[src/rtl/meas_sched_pkg.sv]
// Shared definitions for the measurement scheduler.
//   state_t  : scheduler FSM states
//   frame_t  : 88-bit UART frame (11 words): cnt_3v6 | cnt_2v5 | temperature | flags
//   FLAG_*   : bit positions inside the 4-bit flag field
//   max3     : helper used to size the shared timer
package meas_sched_pkg;

    typedef enum logic [2:0] {
        ST_IDLE  = 3'd0,
        ST_GATE  = 3'd1,
        ST_LATCH = 3'd2,
        ST_FRAME = 3'd3,
        ST_HALT  = 3'd4
    } state_t;

    localparam int unsigned FRAME_W = 88;
    localparam int unsigned CNT_W   = 32;
    localparam int unsigned TEMP_W  = 20;
    localparam int unsigned FLAG_W  = 4;

    localparam int unsigned FLAG_HALT_NEXT = 0;
    localparam int unsigned FLAG_STALE     = 1;
    localparam int unsigned FLAG_TIMEOUT   = 2;
    localparam int unsigned FLAG_OVERRUN   = 3;

    // Field order fixes the bit offsets: [87:56] [55:24] [23:4] [3:0].
    typedef struct packed {
        logic [CNT_W-1:0]  cnt_3v6;
        logic [CNT_W-1:0]  cnt_2v5;
        logic [TEMP_W-1:0] temp;
        logic [FLAG_W-1:0] flags;
    } frame_t;

    function automatic int unsigned max3(input int unsigned a,
                                         input int unsigned b,
                                         input int unsigned c);
        int unsigned m;
        m = (a > b) ? a : b;
        return (m > c) ? m : c;
    endfunction

endpackage

[src/rtl/meas_sched_timer.sv]
// Loadable down-counter shared by the gate, latch-timeout and halt phases.
//   clk, rst  : clock, synchronous active-high reset
//   load      : load load_val (takes priority over counting)
//   load_val  : value to load; the count then reaches zero load_val cycles later
//   zero      : count is zero (counter stops there)
module meas_timer #(
    parameter int unsigned WIDTH = 8
) (
    input  logic             clk,
    input  logic             rst,
    input  logic             load,
    input  logic [WIDTH-1:0] load_val,
    output logic             zero
);

    logic [WIDTH-1:0] count;

    always_ff @(posedge clk) begin
        if (rst) begin
            count <= '0;
        end else if (load) begin
            count <= load_val;
        end else if (count != '0) begin
            count <= count - 1'b1;
        end
    end

    assign zero = (count == '0);

endmodule

[src/rtl/meas_sched.sv]
// Measurement scheduler: gate, latch and frame sequencing for the ring-oscillator
// stress test, with a periodic halt window.
//   ref_clk, rst          : clock, synchronous active-high reset
//   enable                : run request (sampled in IDLE, at FRAME exit, at HALT exit)
//   osc_rst, osc_halt     : oscillator counter clear pulse / oscillator stop
//   latch_req, latch_ack  : latch handshake with both osc instances ([0]=2v5, [1]=3v6)
//   cnt_2v5, cnt_3v6      : latched oscillator counts
//   temp_req, temp_valid,
//   temperature           : BMP280 start pulse / result strobe / raw value
//   tx_start, tx_busy,
//   tx_data               : UART frame handshake and frame contents
//   sample_idx            : samples taken in the current run (saturating)
module meas_sched
    import meas_sched_pkg::*;
#(
    parameter int unsigned REF_CLK   = 10_000_000,
    parameter int unsigned STP_SMPL  = 30,
    parameter int unsigned HALT_CYC  = 10_000_000,
    parameter int unsigned LATCH_TMO = 64
) (
    input  logic               ref_clk,
    input  logic               rst,
    input  logic               enable,
    output logic               osc_rst,
    output logic               osc_halt,
    output logic               latch_req,
    input  logic [1:0]         latch_ack,
    input  logic [CNT_W-1:0]   cnt_2v5,
    input  logic [CNT_W-1:0]   cnt_3v6,
    output logic               temp_req,
    input  logic               temp_valid,
    input  logic [TEMP_W-1:0]  temperature,
    output logic               tx_start,
    input  logic               tx_busy,
    output logic [FRAME_W-1:0] tx_data,
    output logic [7:0]         sample_idx
);

    localparam int unsigned TMR_W = $clog2(max3(REF_CLK, HALT_CYC, LATCH_TMO));

    state_t             state, state_n;
    logic               tmr_load;
    logic [TMR_W-1:0]   tmr_val;
    logic               tmr_zero;

    logic [1:0]         ack_sticky;
    logic               both_now;
    logic               capture;
    logic               tmo_hit;
    logic               frame_sent;
    logic               frame_drop;
    logic               enter_gate;
    logic               last_smpl;

    logic [CNT_W-1:0]   cnt_2v5_r, cnt_3v6_r;
    logic [TEMP_W-1:0]  temp_reg;
    logic               stale, timeout, overrun;
    logic [FLAG_W-1:0]  flags;
    frame_t             frame;

    meas_timer #(.WIDTH(TMR_W)) u_timer (
        .clk      (ref_clk),
        .rst      (rst),
        .load     (tmr_load),
        .load_val (tmr_val),
        .zero     (tmr_zero)
    );

    // Acks seen this cycle count immediately, so an ack on the final
    // timeout cycle still completes the latch.
    assign both_now  = ((ack_sticky | latch_ack) == 2'b11);
    assign last_smpl = ((32'(sample_idx) + 32'd1) >= STP_SMPL);

    always_ff @(posedge ref_clk) begin
        if (rst) begin
            state <= ST_IDLE;
        end else begin
            state <= state_n;
        end
    end

    always_comb begin
        state_n    = state;
        tmr_load   = 1'b0;
        tmr_val    = '0;
        capture    = 1'b0;
        tmo_hit    = 1'b0;
        frame_sent = 1'b0;
        frame_drop = 1'b0;
        osc_halt   = 1'b0;
        latch_req  = 1'b0;
        case (state)
            ST_IDLE: begin
                osc_halt = 1'b1;
                if (enable) begin
                    state_n  = ST_GATE;
                    tmr_load = 1'b1;
                    tmr_val  = TMR_W'(REF_CLK - 1);
                end
            end
            ST_GATE: begin
                if (tmr_zero) begin
                    state_n  = ST_LATCH;
                    tmr_load = 1'b1;
                    tmr_val  = TMR_W'(LATCH_TMO - 1);
                end
            end
            ST_LATCH: begin
                latch_req = 1'b1;
                if (both_now) begin
                    capture = 1'b1;
                    state_n = ST_FRAME;
                end else if (tmr_zero) begin
                    tmo_hit = 1'b1;
                    state_n = ST_FRAME;
                end
            end
            ST_FRAME: begin
                frame_sent = !tx_busy;
                frame_drop = tx_busy;
                if (!enable) begin
                    state_n = ST_IDLE;
                end else if (last_smpl) begin
                    state_n  = ST_HALT;
                    tmr_load = 1'b1;
                    tmr_val  = TMR_W'(HALT_CYC - 1);
                end else begin
                    state_n  = ST_GATE;
                    tmr_load = 1'b1;
                    tmr_val  = TMR_W'(REF_CLK - 1);
                end
            end
            ST_HALT: begin
                osc_halt = 1'b1;
                if (tmr_zero) begin
                    if (enable) begin
                        state_n  = ST_GATE;
                        tmr_load = 1'b1;
                        tmr_val  = TMR_W'(REF_CLK - 1);
                    end else begin
                        state_n = ST_IDLE;
                    end
                end
            end
            default: state_n = ST_IDLE;
        endcase
    end

    assign enter_gate = (state_n == ST_GATE) && (state != ST_GATE);

    // A temperature strobe coinciding with FRAME is used directly.
    always_comb begin
        flags                 = '0;
        flags[FLAG_OVERRUN]   = overrun;
        flags[FLAG_TIMEOUT]   = timeout;
        flags[FLAG_STALE]     = stale && !temp_valid;
        flags[FLAG_HALT_NEXT] = enable && last_smpl;
        frame.cnt_3v6 = cnt_3v6_r;
        frame.cnt_2v5 = cnt_2v5_r;
        frame.temp    = temp_valid ? temperature : temp_reg;
        frame.flags   = flags;
    end

    always_ff @(posedge ref_clk) begin
        if (rst) begin
            osc_rst    <= 1'b0;
            temp_req   <= 1'b0;
            tx_start   <= 1'b0;
            tx_data    <= '0;
            sample_idx <= '0;
            ack_sticky <= '0;
            cnt_2v5_r  <= '0;
            cnt_3v6_r  <= '0;
            temp_reg   <= '0;
            stale      <= 1'b0;
            timeout    <= 1'b0;
            overrun    <= 1'b0;
        end else begin
            osc_rst  <= enter_gate;
            temp_req <= enter_gate;
            // Registered so tx_data and tx_start change on the same edge.
            tx_start <= frame_sent;
            if (frame_sent) begin
                tx_data <= frame;
            end

            ack_sticky <= (state == ST_LATCH) ? (ack_sticky | latch_ack) : 2'b00;

            if (capture) begin
                cnt_2v5_r <= cnt_2v5;
                cnt_3v6_r <= cnt_3v6;
            end else if (tmo_hit) begin
                cnt_2v5_r <= '0;
                cnt_3v6_r <= '0;
            end

            if (temp_valid) begin
                temp_reg <= temperature;
            end

            // Entering GATE (possibly straight from a sent FRAME) must win.
            if (enter_gate) begin
                stale <= 1'b1;
            end else if (temp_valid || frame_sent) begin
                stale <= 1'b0;
            end

            if (tmo_hit) begin
                timeout <= 1'b1;
            end else if (frame_sent) begin
                timeout <= 1'b0;
            end

            if (frame_drop) begin
                overrun <= 1'b1;
            end else if (frame_sent) begin
                overrun <= 1'b0;
            end

            if (state == ST_HALT) begin
                sample_idx <= '0;
            end else if ((state == ST_FRAME) && (sample_idx != 8'hFF)) begin
                sample_idx <= sample_idx + 8'd1;
            end
        end
    end

endmodule

[config.mk]
export PLATFORM = sky130hd
export DESIGN_NAME = meas_sched
export DESIGN_NICKNAME = d
export VERILOG_FILES = /design/src/rtl/meas_sched_pkg.sv /design/src/rtl/meas_sched_timer.sv /design/src/rtl/meas_sched.sv
export SDC_FILE = /design/constraint.sdc
export NUM_CORES = 1
export LEC_CHECK = 0
export ABC_AREA = 1
export CAP_MARGIN = 10
export CORE_UTILIZATION = 50
export DETAILED_ROUTE_END_ITERATION = 16
export PLACE_DENSITY = 0.8
export SLEW_MARGIN = 20
export SYNTH_ARGS = -nofsm -noshare
export SYNTH_HDL_FRONTEND = slang
export SYNTH_SLANG_ARGS = --single-unit
[constraint.sdc]
create_clock -name ref_clk -period 3.5 [get_ports ref_clk]
set_input_delay 0.875 -clock ref_clk [delete_from_list [all_inputs] [get_ports ref_clk]]
set_output_delay 0.875 -clock ref_clk [all_outputs]
set_load 0.05 [all_outputs]
# ---- After elaboration in Yosys (flattened, before gate mapping)
# Index checks and enable logic that the tools add are counted.
dict set report totals {
  register_bits 214
  out_inout_bits 101
  word_cells 82
}
dict set report op_classes {
  n_addsub 3
  order_cmp 1
  n_eq_ne 8
  muxes 36
  bitwise_logic 2
  n_reduce_logical 19
}
# op n
set ops {}
lappend ops {{$mux W24} 4}
lappend ops {{$mux W32} 3}
lappend ops {{$pmux W24 S3} 1}
lappend ops {{$logic_not A24 Y1} 1}
lappend ops {{$reduce_bool A24 Y1} 1}
lappend ops {{$sub A24 B1 Y24 const B} 1}
lappend ops {{$mux W3} 7}
lappend ops {{$mux W20} 1}
lappend ops {{$mux W1} 17}
lappend ops {{$pmux W3 S5} 1}
lappend ops {{$reduce_bool A2 Y1} 5}
lappend ops {{$add A8 B1 Y9 const B} 1}
lappend ops {{$ge A9 B5 Y1 const B} 1}
lappend ops {{$add A8 B1 Y8 const B} 1}
lappend ops {{$ne A8 B8 Y1 const B} 1}
lappend ops {{$reduce_or A2 Y1} 4}
lappend ops {{$eq A3 B1 Y1 const B} 2}
lappend ops {{$eq A3 B2 Y1 const B} 2}
lappend ops {{$mux W6} 1}
lappend ops {{$logic_and A1 B1 Y1} 4}
lappend ops {{$eq A3 B3 Y1 const B} 1}
lappend ops {{$logic_not A3 Y1} 1}
lappend ops {{$ne A3 B1 Y1 const B} 1}
lappend ops {{$pmux W1 S3} 1}
lappend ops {{other kinds (5)} 6}

# ---- Logic depth before layout (Yosys ltp)
# Gate-level depths: netlist of the first run.
dict set report logic_depth {
  word_depth 8
  ltp_mapped 12
}

# ---- Cells and area by module
# A second synthesis of the first run with hierarchy kept.
dict set report hier_totals {
  hier_cells 1006
  hier_area_um2 8434.3
}
# mod instances cells_per_inst area_each_um2 seq_area_each_um2
set modules_own_cells {}
lappend modules_own_cells {meas_sched 1 729 6660.1 3803.6}
lappend modules_own_cells {meas_timer 1 277 1774.2 480.5}

# ---- Worst setup path before layout of the first run
# Ideal clock, no wire load.
dict set report synth_path {
  path_kind {register to output}
  start {register state[1]}
  end {output latch_req}
  arrival_ns 1.326
  required_ns 2.625
  path_slack_ns 1.299
  path_stages_with_launch 4
  path_buffers 1
  path_cell_list {dfxtp_1 > inv_1 > nor3_4 > clkbuf_1}
}
dict set report synth_via {
  elab_chain_cells 2
}
# element line
set synth_lines {}
lappend synth_lines {{start, declared} meas_sched.sv:41} ;# state_t state, state_n;
lappend synth_lines {{start signal, assigned} meas_sched.sv:78} ;# state <= state_n;
lappend synth_lines {{$eq A3 B2 Y1} meas_sched.sv:92} ;# case (state)
lappend synth_lines {{$mux W1} meas_sched.sv:92}
lappend synth_lines {{end, declared} meas_sched.sv:26} ;# output logic latch_req,
# No other way between the ends.

# ---- Final worst setup path of the first run
# Ends and elaborated chain as after synthesis.

==> results.toml, run 1 <==
[outcome]
status = "completed"

[global_route]
antenna_found_initial = 1
grt.total_usage = 0.248
grt_start_max_net_pins = 70
grt_pass1_wl_um = 33600
overflow = 0
grt_pass1_vias = 6718

[cells_and_area]
largest_register_ffs = 88
nets = 1195
stdcell_area_um2 = 10900
top_regs = "tx_data x88, cnt_2v5_r x32, cnt_3v6_r x32"
area_delta_synth_final_pct = 33.7
drive_gt1_frac = 0.0789
largest-register = "tx_data"

[timing]
setup_viol = 0
clock.fmax_ghz = 0.343
period_needed_ps = 2920
drv_slew = 0
finalSetupTns_ps = 0
fin_worst_skew_ps = 10.5
post-route-period-util = 0.833
finalHoldViolCount = 0
worst_slack_ps = 584
rsz0062_at_grt = "no"
worst_pin_slew_ps = 758
holdWs_ps = 453
slew_headroom = 0.495

[placement]
dp.final_hpwl_um = 13700
place_ws_ps = 982
place_area_um2 = 10200
io_buffer_count = 191
place.gp.congestion = 0.907

[job]
maxCapViolCount = 0

[die]
dieArea_um2 = 16800
start_util = 0.514
die_h_um = 130
ioPinCount = 192
core-area_um2 = 15900
rows = 46
die_w_um = 130

[power]
ir_drop_mv = 0.292
powerDensity_nw_per_um2 = 487
leakage_uw = 0.00429

[synth]
syn_inst = 935
avgSynthCellArea_um2 = 8.72
yosysUniqueCellTypes = 37
yosys_warnings = 0
yosys_register_bits = 214
ys_seq_area_frac = 0.525
synth.cell_area_um2 = 8160
synthesis.nets = 1029

[route]
detail_route.wl_per_cell_um = 16.0
vias_per_cell = 5.44
drtAntennaViolNets = 0
wirelength_um = 21300
vias = 7246
route.detailed.drc = 0
drt_iter0_markers = 535
dr.pass1.iters = 5

[worst_setup_path]
arrival_ps = 2040
crit_required_ps = 2620
critPathSlowestCell = "clkdlybuf4s50_1"
critPathBufInv = 2
crit_path_cell_trace = "inv_1 > nor3_4 > clkdlybuf4s50_1"
cpPeakStageDelay_ps = 880
cp-end-kind = "primary output"
path_delay_family = "buffers and inverters"
crit_type = "flop to primary output"
cp_max_fo = 5
crit_path_start_kind = "flop"

[clock_network]
hold_buffers = 0
cts_buffer_depth = 3
cts-root-buf = "clkbuf_16"
h-tree-depth = 1
clkSlewWorstSetupHoldPaths_ps = 60
cts_tree = "done"
postCtsSetupBuffers = 0
clk-insertion-delay-late_ps = 490
cts_sinks = 214
cts_buffers = 22
cts_resized = 0

[hold_path]
hold_path.class = "flop to flop"
## worst paths after layout
check | depth (start not counted) | slack, ps | end | startpoint
worst max-delay path | 3 | 580 | latch_req | state[1]$_SDFF_PP0_
worst min-delay path | 2 | 450 | tx_data[55]$_SDFFE_PP0P_ | cnt_2v5_r[31]$_SDFFE_PP0P_
worst max register to register | 7 | 1330 | cnt_2v5_r[29]$_SDFFE_PP0P_ | state[1]$_SDFF_PP0_
worst min register to register | 2 | 450 | tx_data[55]$_SDFFE_PP0P_ | cnt_2v5_r[31]$_SDFFE_PP0P_
## cell usage in the layout (no fill, tap or decap), drive strengths merged, types with 20 or more instances in the layout
cell type        n
dfxtp          214
clkdlybuf4s50  190
nand3          160
nor2           121
nand2           93
a21oi           78
a22o            62
inv             46
o21ai           35
clkbuf          27
o22a            20
## where the power goes
| group | switching (µW) | total (µW) | internal, µW |
|---|---|---|---|
| clock network | 941 | 2350 | 1410 |
| logic | 258 | 452 | 194 |
| registers | 31.3 | 2510 | 2480 |
| total | 1230 | 5310 | 4080 |
## layout make-up
cell class                      instances  area (µm²)
Clock inverter                         12         120
Tap cell                              216         270
Inverter                               46         175
Fill cell                            1289        4980
Sequential cell                       214        4280
Clock buffer                           27         621
Multi-Input combinational cell        613        3410
Antenna cell                            1        2.50
Timing Repair Buffer                  204        2030
## layer usage
metal,track usage,routed length [µm],part of all wire,vias up
li1,-,-,-,3561
met1,0.333,9120,0.43,3394
met2,0.407,10100,0.47,248
met3,0.0394,1440,0.068,43
met4,0.0821,625,0.029,0
met5,0,0,0,-
## metrics by stage
step,std cells,utilization,total power [µW]
2_1_floorplan,935,-,2830
5_1_grt,1333,0.687,5510
6_report,1333,0.687,5310
4_1_cts,1332,0.687,5350
3_3_place_gp,1293,0.640,3000
3_5_place_dp,1293,0.640,3010
## synthesized netlist by cell type
library cell | count | area, µm²
nand3b_1 | 3 | 22.5
a21oi_1 | 78 | 390
buf_6 | 6 | 67.6
xnor2_1 | 4 | 35.0
inv_4 | 1 | 6.26
nand4_1 | 7 | 43.8
xor2_1 | 12 | 105
nor2_8 | 1 | 20.0
nor3_1 | 5 | 25.0
inv_1 | 40 | 150
nor3_4 | 1 | 16.3
o21ai_2 | 1 | 8.76
o21bai_1 | 2 | 15.0
ha_1 | 3 | 37.5
a31oi_1 | 3 | 18.8
buf_4 | 6 | 45.0
nand3_1 | 156 | 781
buf_1 | 5 | 18.8
inv_2 | 5 | 18.8
a22o_1 | 62 | 543
nand3_4 | 2 | 35.0
or2_2 | 1 | 6.26
nor2_2 | 7 | 43.8
a32o_1 | 1 | 10.0
o22a_1 | 20 | 175
nor2_4 | 6 | 67.6
nand2_1 | 87 | 327
o32ai_1 | 1 | 8.76
nand4_2 | 1 | 12.5
clkbuf_1 | 36 | 135
nand2_2 | 4 | 25.0
nand2_4 | 2 | 22.5
nand3_2 | 2 | 20.0
buf_2 | 9 | 45.0
dfxtp_1 | 214 | 4280
nor2_1 | 107 | 402
o21ai_0 | 34 | 170
## logic make-up (layout without fill, tap and decap cells)
kind of cell,after synthesis,after routing,synth area share
AND/OR/NAND/NOR,392,392,0.229
flip-flops,214,214,0.525
AO/OA/AOI/OAI,202,202,0.164
buffers and inverters,108,289,0.0597
XOR/XNOR,16,16,0.0172
adder cells (fa/ha/maj),3,3,0.00460
other,0,1,0
## worst register-to-register path, delay by kind of cell, from the launching register on
kind	cells	cell delay [ps]
DFF	1	410
and+or+nand+nor	3	490
buffers and inverters	3	1070
AOI/OAI and AO/OA	1	70
Power figures use the tool's default switching activity.
==> run 2: changes to the inputs <==
==> constraint.sdc (replaced) <==
create_clock -name ref_clk -period 2.7 [get_ports ref_clk]
set_input_delay 0.675 -clock ref_clk [delete_from_list [all_inputs] [get_ports ref_clk]]
set_output_delay 0.675 -clock ref_clk [all_outputs]
set_load 0.05 [all_outputs]
==> results.toml, run 2 (synthesis gave the netlist of run 1 again) <==
[die]
core-area_um2 = 15900
rows = 46
start_util = 0.514
die_w_um = 130
ioPinCount = 192
dieArea_um2 = 16800
die_h_um = 130

[placement]
place_area_um2 = 10200
io_buffer_count = 191
dp.final_hpwl_um = 14000
place.gp.congestion = 0.848

[worst_setup_path]
crit_path_start_kind = "flop"
crit_type = "flop to primary output"
critPathBufInv = 1
cp_max_fo = 7
path_delay_family = "buffers and inverters"
cpPeakStageDelay_ps = 860
arrival_ps = 1820
crit_required_ps = 2030
cp-end-kind = "primary output"
crit_path_cell_trace = "clkdlybuf4s50_1"
critPathSlowestCell = "clkdlybuf4s50_1"

[cells_and_area]
drive_gt1_frac = 0.0770
largest_register_ffs = 88
largest-register = "tx_data"
area_delta_synth_final_pct = 34.0
fillers = 1286
antennaDiodeCount = 0
top_regs = "tx_data x88, cnt_2v5_r x32, cnt_3v6_r x32"
final_common_cell = "dfxtp_1"
stdcell_area_um2 = 10900
post-route-util = 0.688
layout_common_cells = "dfxtp_1 (214), clkdlybuf4s50_1 (188), nand3_1 (156), nor2_1 (107), nand2_1 (86)"
nets = 1197

[clock_network]
clk-insertion-delay-late_ps = 510
cts_tree = "done"
h-tree-depth = 1
cts_buffers = 22
cts_sinks = 214
cts_buffer_depth = 3
clkSlewWorstSetupHoldPaths_ps = 60
cts-root-buf = "clkbuf_16"
hold_buffers = 0

[route]
dr.pass1.iters = 4
route.detailed.drc = 0
detail_route.wl_per_cell_um = 16.0
vias_per_cell = 5.47
drtAntennaViolNets = 0
vias = 7285
wirelength_um = 21400
drt_iter0_markers = 565

[timing]
post-route-period-util = 0.923
clock.fmax_ghz = 0.401
fin_worst_skew_ps = 12.0
drv_slew = 0
finalHoldViolCount = 0
slew_headroom = 0.543
worst_pin_slew_ps = 685
rsz0062_at_grt = "no"
finalSetupTns_ps = 0
setup_viol = 0
period_needed_ps = 2490

[global_route]
antenna_found_initial = 0
grt_start_max_net_pins = 67
grt_pass1_vias = 6853
grt_pass1_wl_um = 33800
grt.total_usage = 0.250
overflow = 0

[power]
powerDensity_nw_per_um2 = 623
ir_drop_mv = 0.401
leakage_uw = 0.00431

[outcome]
status = "completed"

[hold_path]
hold_path.class = "input port to flop"

[job]
maxCapViolCount = 0
-- run 2: worst register-to-register path, delay by kind of cell, from the launching register on --
| kind | cells | cell delay (ps) |
|---|---|---|
| AOI/OAI and AO/OA | 1 | 80 |
| and+or+nand+nor | 6 | 990 |
| buffers and inverters | 2 | 400 |
| adders and majority gates | 1 | 240 |
| DFF | 1 | 300 |
-- run 2: metal layers --
layer	GRT usage	wire (µm)	up-vias
met3	0.0455	1520	46
met5	0	0	-
met4	0.102	727	0
li1	-	-	3564
met1	0.327	9230	3410
met2	0.409	9920	265
-- run 2: where the power goes --
group	internal (µW)	leakage [µW]	total (µW)	switching, µW
registers	3210	0.00173	3250	40.3
clock network	1760	0.000353	2970	1210
logic	253	0.00223	581	328
-- run 2: final timing paths --
path | startpoint | endpoint | slack [ps] | depth (start not counted)
setup / recovery | sample_idx[2]$_SDFFE_PP0P_ | sample_idx[2] | 210 | 1
hold / removal | rst | u_timer.count[11]$_SDFFE_PP0P_ | 440 | 2
setup reg to reg | u_timer.count[0]$_SDFFE_PP0P_ | cnt_2v5_r[30]$_SDFFE_PP0P_ | 540 | 10
hold reg to reg | cnt_2v5_r[31]$_SDFFE_PP0P_ | tx_data[55]$_SDFFE_PP0P_ | 440 | 2
-- run 2: what timing repair did --
| item | 4_1_cts | 5_1_grt |
|---|---|---|
| endpoints found under the setup margin | 0 | 1 |
| resized for setup | 0 | 1 |
| buffers inserted | 0 | 0 |
| endpoints found under the hold margin | 0 | 0 |
-- run 2: stage by stage --
step | worst slack, ps | hold slack (ps) | power [µW] | std cells
6_report | 209 | 436 | 6810 | 1333
3_5_place_dp | 311 | 439 | 3900 | 1295
5_1_grt | 137 | 439 | 7050 | 1333
3_3_place_gp | 358 | 435 | 3890 | 1295
2_1_floorplan | 699 | 419 | 3670 | 935
4_1_cts | 31.6 | 436 | 6840 | 1333
-- run 2: final cells by class --
class	count	area, µm²	share of cell area
flip-flops and latches	214	4280	0.392
multi-input cells	613	3410	0.311
repair buffers	206	2080	0.190
clock buffers	33	652	0.0596
well taps	216	270	0.0247
inverters	46	175	0.0160
clock inverters	5	65.1	0.00595
==> run 3: changes to the inputs <==
--- a/config.mk
+++ b/config.mk
@@ -6,7 +6,7 @@
 export NUM_CORES = 1
 export LEC_CHECK = 0
 export ABC_AREA = 1
-export CAP_MARGIN = 10
+export CAP_MARGIN = 30
 export CORE_UTILIZATION = 50
 export DETAILED_ROUTE_END_ITERATION = 16
 export PLACE_DENSITY = 0.8
==> constraint.sdc (replaced) <==
create_clock -name ref_clk -period 3 [get_ports ref_clk]
set_input_delay 0.75 -clock ref_clk [delete_from_list [all_inputs] [get_ports ref_clk]]
set_output_delay 0.75 -clock ref_clk [all_outputs]
set_load 0.05 [all_outputs]
==> results.toml, run 3 (synthesis gave the netlist of run 1 again) <==
[route]
dr.pass1.iters = 5
wirelength_um = 21600
route.detailed.drc = 0
vias_per_cell = 5.53
drt_iter0_markers = 536
vias = 7376
detail_route.wl_per_cell_um = 16.2
drtAntennaViolNets = 0

[die]
core-area_um2 = 15900
rows = 46
start_util = 0.514
ioPinCount = 192
die_w_um = 130
die_h_um = 130
dieArea_um2 = 16800

[worst_setup_path]
crit_cells = 2
crit_required_ps = 2250
crit_path_start_kind = "flop"
cp-end-kind = "primary output"
cpPeakStageDelay_ps = 860
rr_endpoint = "cnt_2v5_r[29]$_SDFFE_PP0P_"
cp_max_fo = 6
critPathBufInv = 1
critPathSlowestCell = "clkdlybuf4s50_1"
crit_path_cell_trace = "nor2_1 > clkdlybuf4s50_1"
path_delay_family = "buffers and inverters"
arrival_ps = 1970
rr_startpoint = "u_timer.count[1]$_SDFFE_PP0P_"
crit_type = "flop to primary output"
r2r_setup_slack_ps = 920
r2r_cells = 10

[power]
p_sw_uw = 1410
leakage_uw = 0.00430
ir_drop_mv = 0.476
switching_share = 0.230
seqPwrFrac = 0.479
pwr-share-comb = 0.085
intPower_uw = 4710
powerDensity_nw_per_um2 = 561
power_frac_clock = 0.436

[hold_path]
min_from = "cnt_2v5_r[31]$_SDFFE_PP0P_"
hold_path.class = "flop to flop"
whs_path_depth = 2
min_to = "tx_data[55]$_SDFFE_PP0P_"

[placement]
dp.final_hpwl_um = 14000
place.gp.congestion = 0.920
io_buffer_count = 191
place_area_um2 = 10200
place_ws_ps = 530

[timing]
worst_slack_ps = 280
fin_worst_skew_ps = 13.3
finalSetupTns_ps = 0
period_needed_ps = 2720
clock.fmax_ghz = 0.368
rsz0062_at_grt = "no"
finalHoldViolCount = 0
slew_headroom = 0.524
setup_viol = 0
worst_pin_slew_ps = 714
drv_slew = 0
post-route-period-util = 0.907

[clock_network]
cts_resized = 0
cts-root-buf = "clkbuf_16"
clkSlewWorstSetupHoldPaths_ps = 60
cts_sinks = 214
hold_buffers = 0
cts_buffers = 22
postCtsSetupBuffers = 0
cts_buffer_depth = 3
clk-insertion-delay-late_ps = 500
h-tree-depth = 1
cts_tree = "done"

[cells_and_area]
nets = 1198
drive_gt1_frac = 0.0777
layout_common_cells = "dfxtp_1 (214), clkdlybuf4s50_1 (189), nand3_1 (156), nor2_1 (107), nand2_1 (86)"
antennaDiodeCount = 0
largest_register_ffs = 88
largest-register = "tx_data"
post-route-util = 0.686
fillers = 1290
area_delta_synth_final_pct = 33.7
final_common_cell = "dfxtp_1"
top_regs = "tx_data x88, cnt_2v5_r x32, cnt_3v6_r x32"
stdcell_area_um2 = 10900

[global_route]
antenna_found_initial = 0
grt.total_usage = 0.253
overflow = 0
grt_start_max_net_pins = 66
grt_pass1_vias = 6953
grt_pass1_wl_um = 34400

[outcome]
status = "completed"

[job]
maxCapViolCount = 0
==> run 3: cell count changes in the layout (fill, tap and decap cells not counted) <==
cell and delta:
buf_12 -3, clkinvlp_4 +1, buf_4 +4, clkbuf_1 +1, clkdlybuf4s50_1 +1, dlymetal6s2s_1 -1
clkinv_4 -1
==> run 3: layout make-up <==
class                      instances  area, µm²  share of cell area
inverter                          46        175              0.0161
clock inverter                     5       63.8             0.00585
multi-input combinational        613       3410               0.312
sequential                       214       4280               0.393
tap                              216        270              0.0248
timing repair buffer             207       2050               0.188
clock buffer                      34        656              0.0601
==> run 3: stage by stage <==
step                instances  power [µW]  hold slack, ps
detailed placement       1296        3510             431
finish                   1335        6120             446
global placement         1296        3500             431
floorplan                 935        3300             419
global route             1335        6350             466
CTS                      1335        6150             446
==> run 3: routing by layer <==
layer	part of all wire	global-route usage	up-vias
li1	-	-	3561
met1	0.41	0.321	3497
met3	0.072	0.0406	43
met4	0.024	0.0746	0
met2	0.49	0.444	275
met5	0	0	-
==> run 3: worst max-delay path by stage <==
stage / start / endpoint / slack, ps
final: state[0]$_SDFF_PP0_ / osc_halt / 280
after global routing: state[0]$_SDFF_PP0_ / osc_halt / 220
after CTS: state[0]$_SDFF_PP0_ / osc_halt / 270
after detailed placement: latch_ack[1] / cnt_2v5_r[11]$_SDFFE_PP0P_ / 530
after global placement: latch_ack[1] / cnt_2v5_r[7]$_SDFFE_PP0P_ / 560
after floorplan: state[1]$_SDFF_PP0_ / latch_req / 920
==> run 3: power by group through the flow <==
stage	Sequential [µW]	Clock, µW	Combinational (µW)
2_1_floorplan	2990	0	311
3_3_place_gp	2990	0	514
3_5_place_dp	2990	0	519
4_1_cts	2930	2700	522
5_1_grt	2940	2830	581
6_report	2930	2670	523
==> run 3: worst register-to-register path, cell delays in order, from the launching register on <==
cell and delay, ps:
dfxtp_1 360, inv_1 60, ha_1 220, nand2_2 140, nor2_4 90, nand2_4 100
nor2_8 50, nand2_2 50, buf_4 530, nand3_1 220, a21oi_1 190
